## config.mk

```make
export PLATFORM = sky130hd
export DESIGN_NAME = muldiv_unit
export DESIGN_NICKNAME = d
export VERILOG_FILES = /design/src/rtl/muldiv_unit.sv
export SDC_FILE = /design/constraint.sdc
export NUM_CORES = 1
export LEC_CHECK = 0
export CAP_MARGIN = 10
export CORE_MARGIN = 3
export CORE_UTILIZATION = 55
export DETAILED_ROUTE_END_ITERATION = 12
export MAX_ROUTING_LAYER = met4
export PLACE_DENSITY = 0.88
export SYNTH_ARGS = -nofsm -noshare
export SYNTH_HDL_FRONTEND = slang
export SYNTH_SLANG_ARGS = --single-unit
```

## constraint.sdc

```tcl
create_clock -name cpu_clk_50M -period 5 [get_ports cpu_clk_50M]
set_input_delay 0.75 -clock cpu_clk_50M [delete_from_list [all_inputs] [get_ports cpu_clk_50M]]
set_output_delay 0.75 -clock cpu_clk_50M [all_outputs]
set_load 0.01 [all_outputs]
```

## src/rtl/muldiv_unit.sv

```systemverilog
// muldiv_unit: multi-cycle MULT/MULTU/DIV/DIVU into HI/LO with a pipeline stall request.
// Optional MULDIV_FAST_MUL_EN: multiplies complete through a single-cycle multiplier.
module muldiv_unit #(
    parameter int DATA_W = 32,
    parameter int CNT_W  = 6
) (
    input  logic              cpu_clk_50M,
    input  logic              cpu_rst_n,
    input  logic              start,
    input  logic [1:0]        op,
    input  logic [DATA_W-1:0] src1,
    input  logic [DATA_W-1:0] src2,
    input  logic              flush,
    output logic              stallreq,
    output logic              busy,
    output logic              done,
    output logic [DATA_W-1:0] hi,
    output logic [DATA_W-1:0] lo
);
    localparam int W = DATA_W;
    typedef enum logic [1:0] {IDLE, CALC, DONE} state_t;
    state_t           state_q;
    logic             div_q, quo_neg_q, rem_neg_q;
    logic [CNT_W-1:0] cnt_q, cnt_d;
    logic [W-1:0]     opnd_q, hi_q, lo_q;
    logic [2*W-1:0]   acc_q, acc_d, mul_nxt, prod_fix;
    logic [W:0]       rem_q, rem_d, mul_sum;
    logic [W+1:0]     div_sub;
    logic [W-1:0]     abs1, abs2, quo_nxt, quo_fix, rem_fix;
    logic             is_signed, accept, div_zero, div_ok;
    assign is_signed = ~op[0];
    assign abs1      = (is_signed & src1[W-1]) ? -src1 : src1;
    assign abs2      = (is_signed & src2[W-1]) ? -src2 : src2;
    assign accept    = (state_q == IDLE) & start & ~flush;
    assign div_zero  = op[1] & (src2 == '0);
    // shift-add step: conditionally add the multiplicand to the upper half, then shift right
    assign mul_sum   = {1'b0, acc_q[2*W-1:W]} + {1'b0, acc_q[0] ? opnd_q : {W{1'b0}}};
    assign mul_nxt   = {mul_sum, acc_q[W-1:1]};
    // restoring step: the low half of acc shifts dividend bits out and quotient bits in
    assign div_sub   = {rem_q, acc_q[W-1]} - {2'b00, opnd_q};
    assign div_ok    = ~div_sub[W+1];
    assign rem_d     = div_ok ? div_sub[W:0] : {rem_q[W-1:0], acc_q[W-1]};
    assign quo_nxt   = {acc_q[W-2:0], div_ok};
    assign acc_d     = div_q ? {acc_q[2*W-1:W], quo_nxt} : mul_nxt;
    assign cnt_d     = cnt_q - 1'b1;
    assign prod_fix  = quo_neg_q ? -mul_nxt : mul_nxt;
    assign quo_fix   = quo_neg_q ? -quo_nxt : quo_nxt;
    assign rem_fix   = rem_neg_q ? -rem_d[W-1:0] : rem_d[W-1:0];
`ifdef MULDIV_FAST_MUL_EN
    logic [2*W-1:0] fast_raw, fast_prod;
    assign fast_raw  = {{W{1'b0}}, abs1} * {{W{1'b0}}, abs2};
    assign fast_prod = (is_signed & (src1[W-1] ^ src2[W-1])) ? -fast_raw : fast_raw;
`endif
    always_ff @(posedge cpu_clk_50M or negedge cpu_rst_n) begin
        if (!cpu_rst_n) begin
            state_q   <= IDLE;
            div_q     <= 1'b0;
            quo_neg_q <= 1'b0;
            rem_neg_q <= 1'b0;
            cnt_q     <= '0;
            opnd_q    <= '0;
            acc_q     <= '0;
            rem_q     <= '0;
            hi_q      <= '0;
            lo_q      <= '0;
        end else if (flush) begin
            state_q <= IDLE;
        end else begin
            case (state_q)
                IDLE: if (accept) begin
                    div_q     <= op[1];
                    quo_neg_q <= is_signed & (src1[W-1] ^ src2[W-1]);
                    rem_neg_q <= is_signed & src1[W-1];
                    opnd_q    <= op[1] ? abs2 : abs1;
                    acc_q     <= {{W{1'b0}}, op[1] ? abs1 : abs2};
                    rem_q     <= '0;
                    cnt_q     <= CNT_W'(W);
                    if (div_zero) begin
                        state_q <= DONE;
                        hi_q    <= src1;
                        lo_q    <= '1;
                    end
`ifdef MULDIV_FAST_MUL_EN
                    else if (!op[1]) begin
                        state_q      <= DONE;
                        {hi_q, lo_q} <= fast_prod;
                    end
`endif
                    else begin
                        state_q <= CALC;
                    end
                end
                CALC: begin
                    cnt_q <= cnt_d;
                    acc_q <= acc_d;
                    rem_q <= rem_d;
                    if (cnt_d == '0) begin
                        state_q      <= DONE;
                        {hi_q, lo_q} <= div_q ? {rem_fix, quo_fix} : prod_fix;
                    end
                end
                DONE: state_q <= IDLE;
                default: state_q <= IDLE;
            endcase
        end
    end
    assign stallreq = accept | (state_q == CALC);
    assign busy     = state_q != IDLE;
    assign done     = state_q == DONE;
    assign hi       = hi_q;
    assign lo       = lo_q;
endmodule

```

* Word-level counts from Yosys, hierarchy flattened
Index checks and enable logic that the tools add are counted.
** Storage, ports and cells
- Flip-flop bits (word level) :: 204
- Word-level logic and storage cells :: 78
** Operators by class
- $add $sub $neg :: 8
- Equality and inequality tests :: 8
- Multiplexer cells :: 30
- Bitwise operators :: 11
- Reductions and logical operators :: 10
** Operators with widths (number)
- 2-to-1 mux 32 bit :: 13
- 2-to-1 mux 64 bit :: 4
- negation 32 bit :: 4
- case mux 32 bit (2 select lines) :: 2
- case mux 64 bit (2 select lines) :: 1
- 2-to-1 mux 33 bit :: 2
- case mux 33 bit (2 select lines) :: 1
- negation 64 bit :: 1
- subtractor 34 x 32 -> 34 bit :: 1
- adder 32 x 32 -> 33 bit :: 1
- zero test 32 bit :: 1
- case mux 6 bit (2 select lines) :: 1
- 2-to-1 mux 2 bit :: 4
- != test 2 bit, second input constant :: 4
- AND 1 bit :: 6
- zero test 6 bit :: 1
- 2-to-1 mux 6 bit :: 1
- != test 3 bit, second input constant :: 2
- AND reduction 3 bit :: 2
- subtractor 6 x 1 -> 6 bit, second input constant :: 1
- AND reduction 5 bit :: 1
- case mux 2 bit (2 select lines) :: 1
- AND reduction 4 bit :: 1
- nonzero test 2 bit :: 2
- 7 further kinds :: 9

* Logic depth before layout (Yosys ltp)
- Word-level depth :: 7
- Depth in mapped cells :: 26
- Depth with buffers taken out :: 20

* Least setup slack after synthesis
No wires, ideal clock.
- Path kind :: register to register
- Start :: reg rem_q[23]
- End :: reg lo_q[16] (netlist: lo[16])
- Setup time :: 137 ps
- Data arrival time :: 4575 ps
- Path slack :: 288 ps
- Stages on the path, launching flop included :: 24
- Path buffers :: 4
- Clock period less this slack :: 4712 ps
- Cell sequence :: dfrtp_1 -> ha_1 -> a21o_1 -> a211o_1 -> o22a_1 -> o2bb2ai_1 -> o41ai_2 -> nor2_4 -> inv_2 -> buf_4 -> buf_2 -> buf_2 -> ha_1 -> clkbuf_1 -> nand2_1 -> nor3_1 -> nand2_1 -> nor3_1 -> nand2_1 -> o31ai_1 -> xor2_1 -> nand2_1 -> o21ai_0 -> a21oi_1
** Between the ends
- Longest elaborated chain between the ends :: 7
** Ends and longest elaborated chain
- start, declared :: line 27 : logic [W:0] rem_q, rem_d, mul_sum;
- start signal, assigned :: line 96 : rem_q <= rem_d;
- subtractor 34 x 32 -> 34 bit :: line 40 : assign div_sub = {rem_q, acc_q[W-1]} - {2'b00, opnd_q};
- inverter 1 bit :: line 41 : assign div_ok = ~div_sub[W+1];
- negation 32 bit :: line 47 : assign quo_fix = quo_neg_q ? -quo_nxt : quo_nxt;
- 2-to-1 mux 32 bit :: line 47
- 2-to-1 mux 64 bit :: line 99 : {hi_q, lo_q} <= div_q ? {rem_fix, quo_fix} : prod_fix;
- 2-to-1 mux 32 bit :: line 97 : if (cnt_d == '0) begin
- case mux 32 bit (2 select lines) :: line 69 : case (state_q)
- end signal, assigned :: line 99
- end, declared :: line 25 : logic [W-1:0] opnd_q, hi_q, lo_q;
Every way passes these cells. The select of a mux whose other input is x is not followed.
A chain may end at the register's enable or synchronous reset.

* Worst setup path in the final report
- Start :: reg rem_q[4]
- End :: reg lo_q[10] (netlist: lo[10])
Same word-level chain as after synthesis.

==> results.sh <==
export IMPL_status="finished, final reports clean"
export IMPL_avgSynthCellArea_um2=7.45
export IMPL_hold_ws_ns=0.267
export IMPL_finClkSkew_ns=0.0172
export IMPL_hpwlAfterDp_um=55800
export IMPL_routed_wl_um=73400
export IMPL_worst_pin_slew_ns=1.22
export IMPL_synth_top_cell_by_area="dfrtp_1"
export IMPL_min_period_over_period_pct=96.0
export IMPL_coreArea_um2=33600
export IMPL_first_iter_violations=2821
export IMPL_start_util_pct=55.9
export IMPL_first_global_vias=18700
export IMPL_async_flop_share_pct=100
export IMPL_drc=0
export IMPL_cts_sink_count=204
export IMPL_setup_slack_ns=0.200
export IMPL_grt_max_degree=109
export IMPL_cts_max_path_buffers=3
export IMPL_die_area_um2=36400
export IMPL_pre_cts_ws_ns=0.0847
export IMPL_fillerInstances=2984
export IMPL_rsz0062_at_grt="yes"
export IMPL_max_stage_delay_ns=0.75
export IMPL_worstPathRequired_ns=5.42
export IMPL_grt_use_total_pct=40.3
export IMPL_cts_root_buf="clkbuf_16"
export IMPL_ctsHoldBuffers=0
export IMPL_hold_viol_final=0
export IMPL_synth_ff_type="dfrtp_1"
export IMPL_ys_seq_area_share_pct=27.2
export IMPL_synth_edf_count=0
export IMPL_slowest_stage="a2111oi_1"
export IMPL_area_growth_pct=15.6
export IMPL_io_pin_count=137
export IMPL_synth_area_leaders="dfrtp_1, a21oi_1, o21ai_0"
export IMPL_peakVddDrop_uv=415
export IMPL_wire_per_inst_um=23.9
export IMPL_clk_insertion_delay_late_ns=0.56
export IMPL_critPathMaxFanout=7
export IMPL_synthCells=2523
export IMPL_clk_pin_slew_ns=0.06
export IMPL_critical_path_class="reg2reg"
export IMPL_grt_pass1_wl_um=110000
export IMPL_hold_class="in2async"
export IMPL_p_per_area_nw_per_um2=649
export IMPL_place_area_um2=20700
export IMPL_tritoncts="yes"
export IMPL_yosysWarnings=0
export IMPL_htree_levels=1
export IMPL_syn_area_um2=18800
export IMPL_rrSetupSlack_ns=0.20
export IMPL_crit_chain="ha_1, nand4_1, or3_1, a211o_1, nand3_1, and4_4, nor2_4, inv_2, ha_1, nand2_1, nor3_1, nand2_1, a32o_1, a2111oi_1, buf_4, a21oi_1"
export IMPL_vias_per_cell=6.65
export IMPL_gp_congestion=1.06
export IMPL_vias=20400
export IMPL_numCtsBuffers=26
export IMPL_fp_row_count=67
export IMPL_leakagePower_nw=9.25
export IMPL_startpoint_type="register"
export IMPL_grt_ovfl_total=0
export IMPL_drt_pass1_iter_count=6
export IMPL_yosysUniqueCellTypes=99
export IMPL_syn_nets=2666
export IMPL_fin_util_pct=64.6
export IMPL_layout_nets=2745
export IMPL_post_route_min_period_ns=4.80
export IMPL_crit_arrival_ns=5.22
export IMPL_r2r_end="lo[10]$_DFFE_PN0P_"
export IMPL_setup_viol=0
export IMPL_ant_nets=0
export IMPL_die_h_um=191
export IMPL_synth_seq_cells=204
export IMPL_final_common_cell="nand2_1"
export IMPL_slew_viol_final=0
export IMPL_drv_cap=0
export IMPL_final_cell_area_um2=21700
export IMPL_layout_common_cells="nand2_1, nor2_1, a21oi_1, o21ai_0, dfrtp_1"
export IMPL_die_w_um=191
export IMPL_numPortBuffers=136
export IMPL_synth_top_area_share_pct=27.2
export IMPL_antenna_found_initial=3
export IMPL_reg2regPathDepth=16
export IMPL_reg2reg_from="rem_q[4]$_DFFE_PN0P_"
export IMPL_layout_drive_gt1_share_pct=8.09
export IMPL_fmax_mhz=208
export IMPL_total_power_mw=14.1
export IMPL_worst_setup_path_end_kind="register"
export IMPL_slew_headroom_pct=18.5
## metal layers
layer,vias to the layer above,global-route usage [%],wire length (um)
met4,0,21.0,5020
met3,246,9.14,8720
li1,9175,-,-
met5,-,-,0
met1,9650,54.2,29300
met2,1361,56.6,30400
## cell usage after synthesis (all sizes together) (35+ instances only)
| cell type | count |
|---|---|
| a211oi | 35 |
| a21oi | 256 |
| clkbuf | 145 |
| dfrtp | 204 |
| ha | 71 |
| inv | 79 |
| mux2i | 56 |
| nand2 | 318 |
| nand3 | 51 |
| nor2 | 285 |
| nor3 | 74 |
| o21ai | 252 |
| xnor2 | 101 |
| xor2 | 104 |
## worst max-delay path by stage
stage	start	to	slack, ns	cells past startpoint
after global placement	rem_q[7]$_DFFE_PN0P_	lo[10]$_DFFE_PN0P_	0.20	16
after floorplan	rem_q[23]$_DFFE_PN0P_	lo[16]$_DFFE_PN0P_	0.29	23
after global routing	rem_q[7]$_DFFE_PN0P_	hi[30]$_DFFE_PN0P_	-0.03	17
after CTS	rem_q[7]$_DFFE_PN0P_	lo[10]$_DFFE_PN0P_	0.06	16
after detailed placement	rem_q[7]$_DFFE_PN0P_	lo[10]$_DFFE_PN0P_	0.08	16
final	rem_q[4]$_DFFE_PN0P_	lo[10]$_DFFE_PN0P_	0.20	16
## sequential cells by signal, summed over array words and instances (netlist names)
| name | cells |
|---|---|
| acc_q | 64 |
| rem_q | 33 |
| hi | 32 |
| lo | 32 |
| opnd_q | 32 |
| cnt_q | 6 |
| state_q | 2 |
| div_q | 1 |
| quo_neg_q | 1 |
| rem_neg_q | 1 |
## critical path: cells and delay by family, from the launching register on
family	cells	cell delay [ns]
flip-flops	1	0.43
AND/OR/NAND/NOR	8	1.73
buffers and inverters	2	0.38
AO/OA/AOI/OAI	4	1.44
adder cells (fa/ha/maj)	2	0.70
## what timing repair did
action,in CTS,in global routing
gates resized for setup,0,15
endpoints found under the setup margin,0,17
buffers inserted,0,0
## where the power goes
| group | switching, mW | leakage [nW] | internal, mW |
|---|---|---|---|
| logic | 5.65 | 6.25 | 3.56 |
| clock network | 0.798 | 0.443 | 1.23 |
| registers | 0.679 | 2.55 | 2.18 |
## layout make-up
cell class | instances | area (um^2) | share of cell area [%]
Multi-Input combinational cell | 2060 | 12800 | 58.7
Sequential cell | 204 | 5110 | 23.5
Timing Repair Buffer | 230 | 2080 | 9.57
Clock buffer | 34 | 732 | 3.37
Tap cell | 448 | 561 | 2.58
Inverter | 80 | 300 | 1.38
Clock inverter | 13 | 174 | 0.801
Antenna cell | 3 | 7.51 | 0.0346
## through the flow
stage / setup TNS (ns) / instances
final: 0 / 3072
after global routing: -0.0312 / 3072
after CTS: 0 / 3069
after detailed placement: 0 / 3022
after global placement: 0 / 3022
after floorplan: 0 / 2523
## cells by family (layout without fill, tap and decap cells)
kind of cell	Yosys count	in the layout	synth area share, %
simple gates	912	912	22.6
compound gates	804	804	26.7
buf+inv	259	357	5.47
xor+xnor	205	205	9.55
flops	204	204	27.2
fa+ha+maj	73	73	4.94
mux	66	66	3.58
other cells	0	3	0
(Power assumes the default switching activity.)
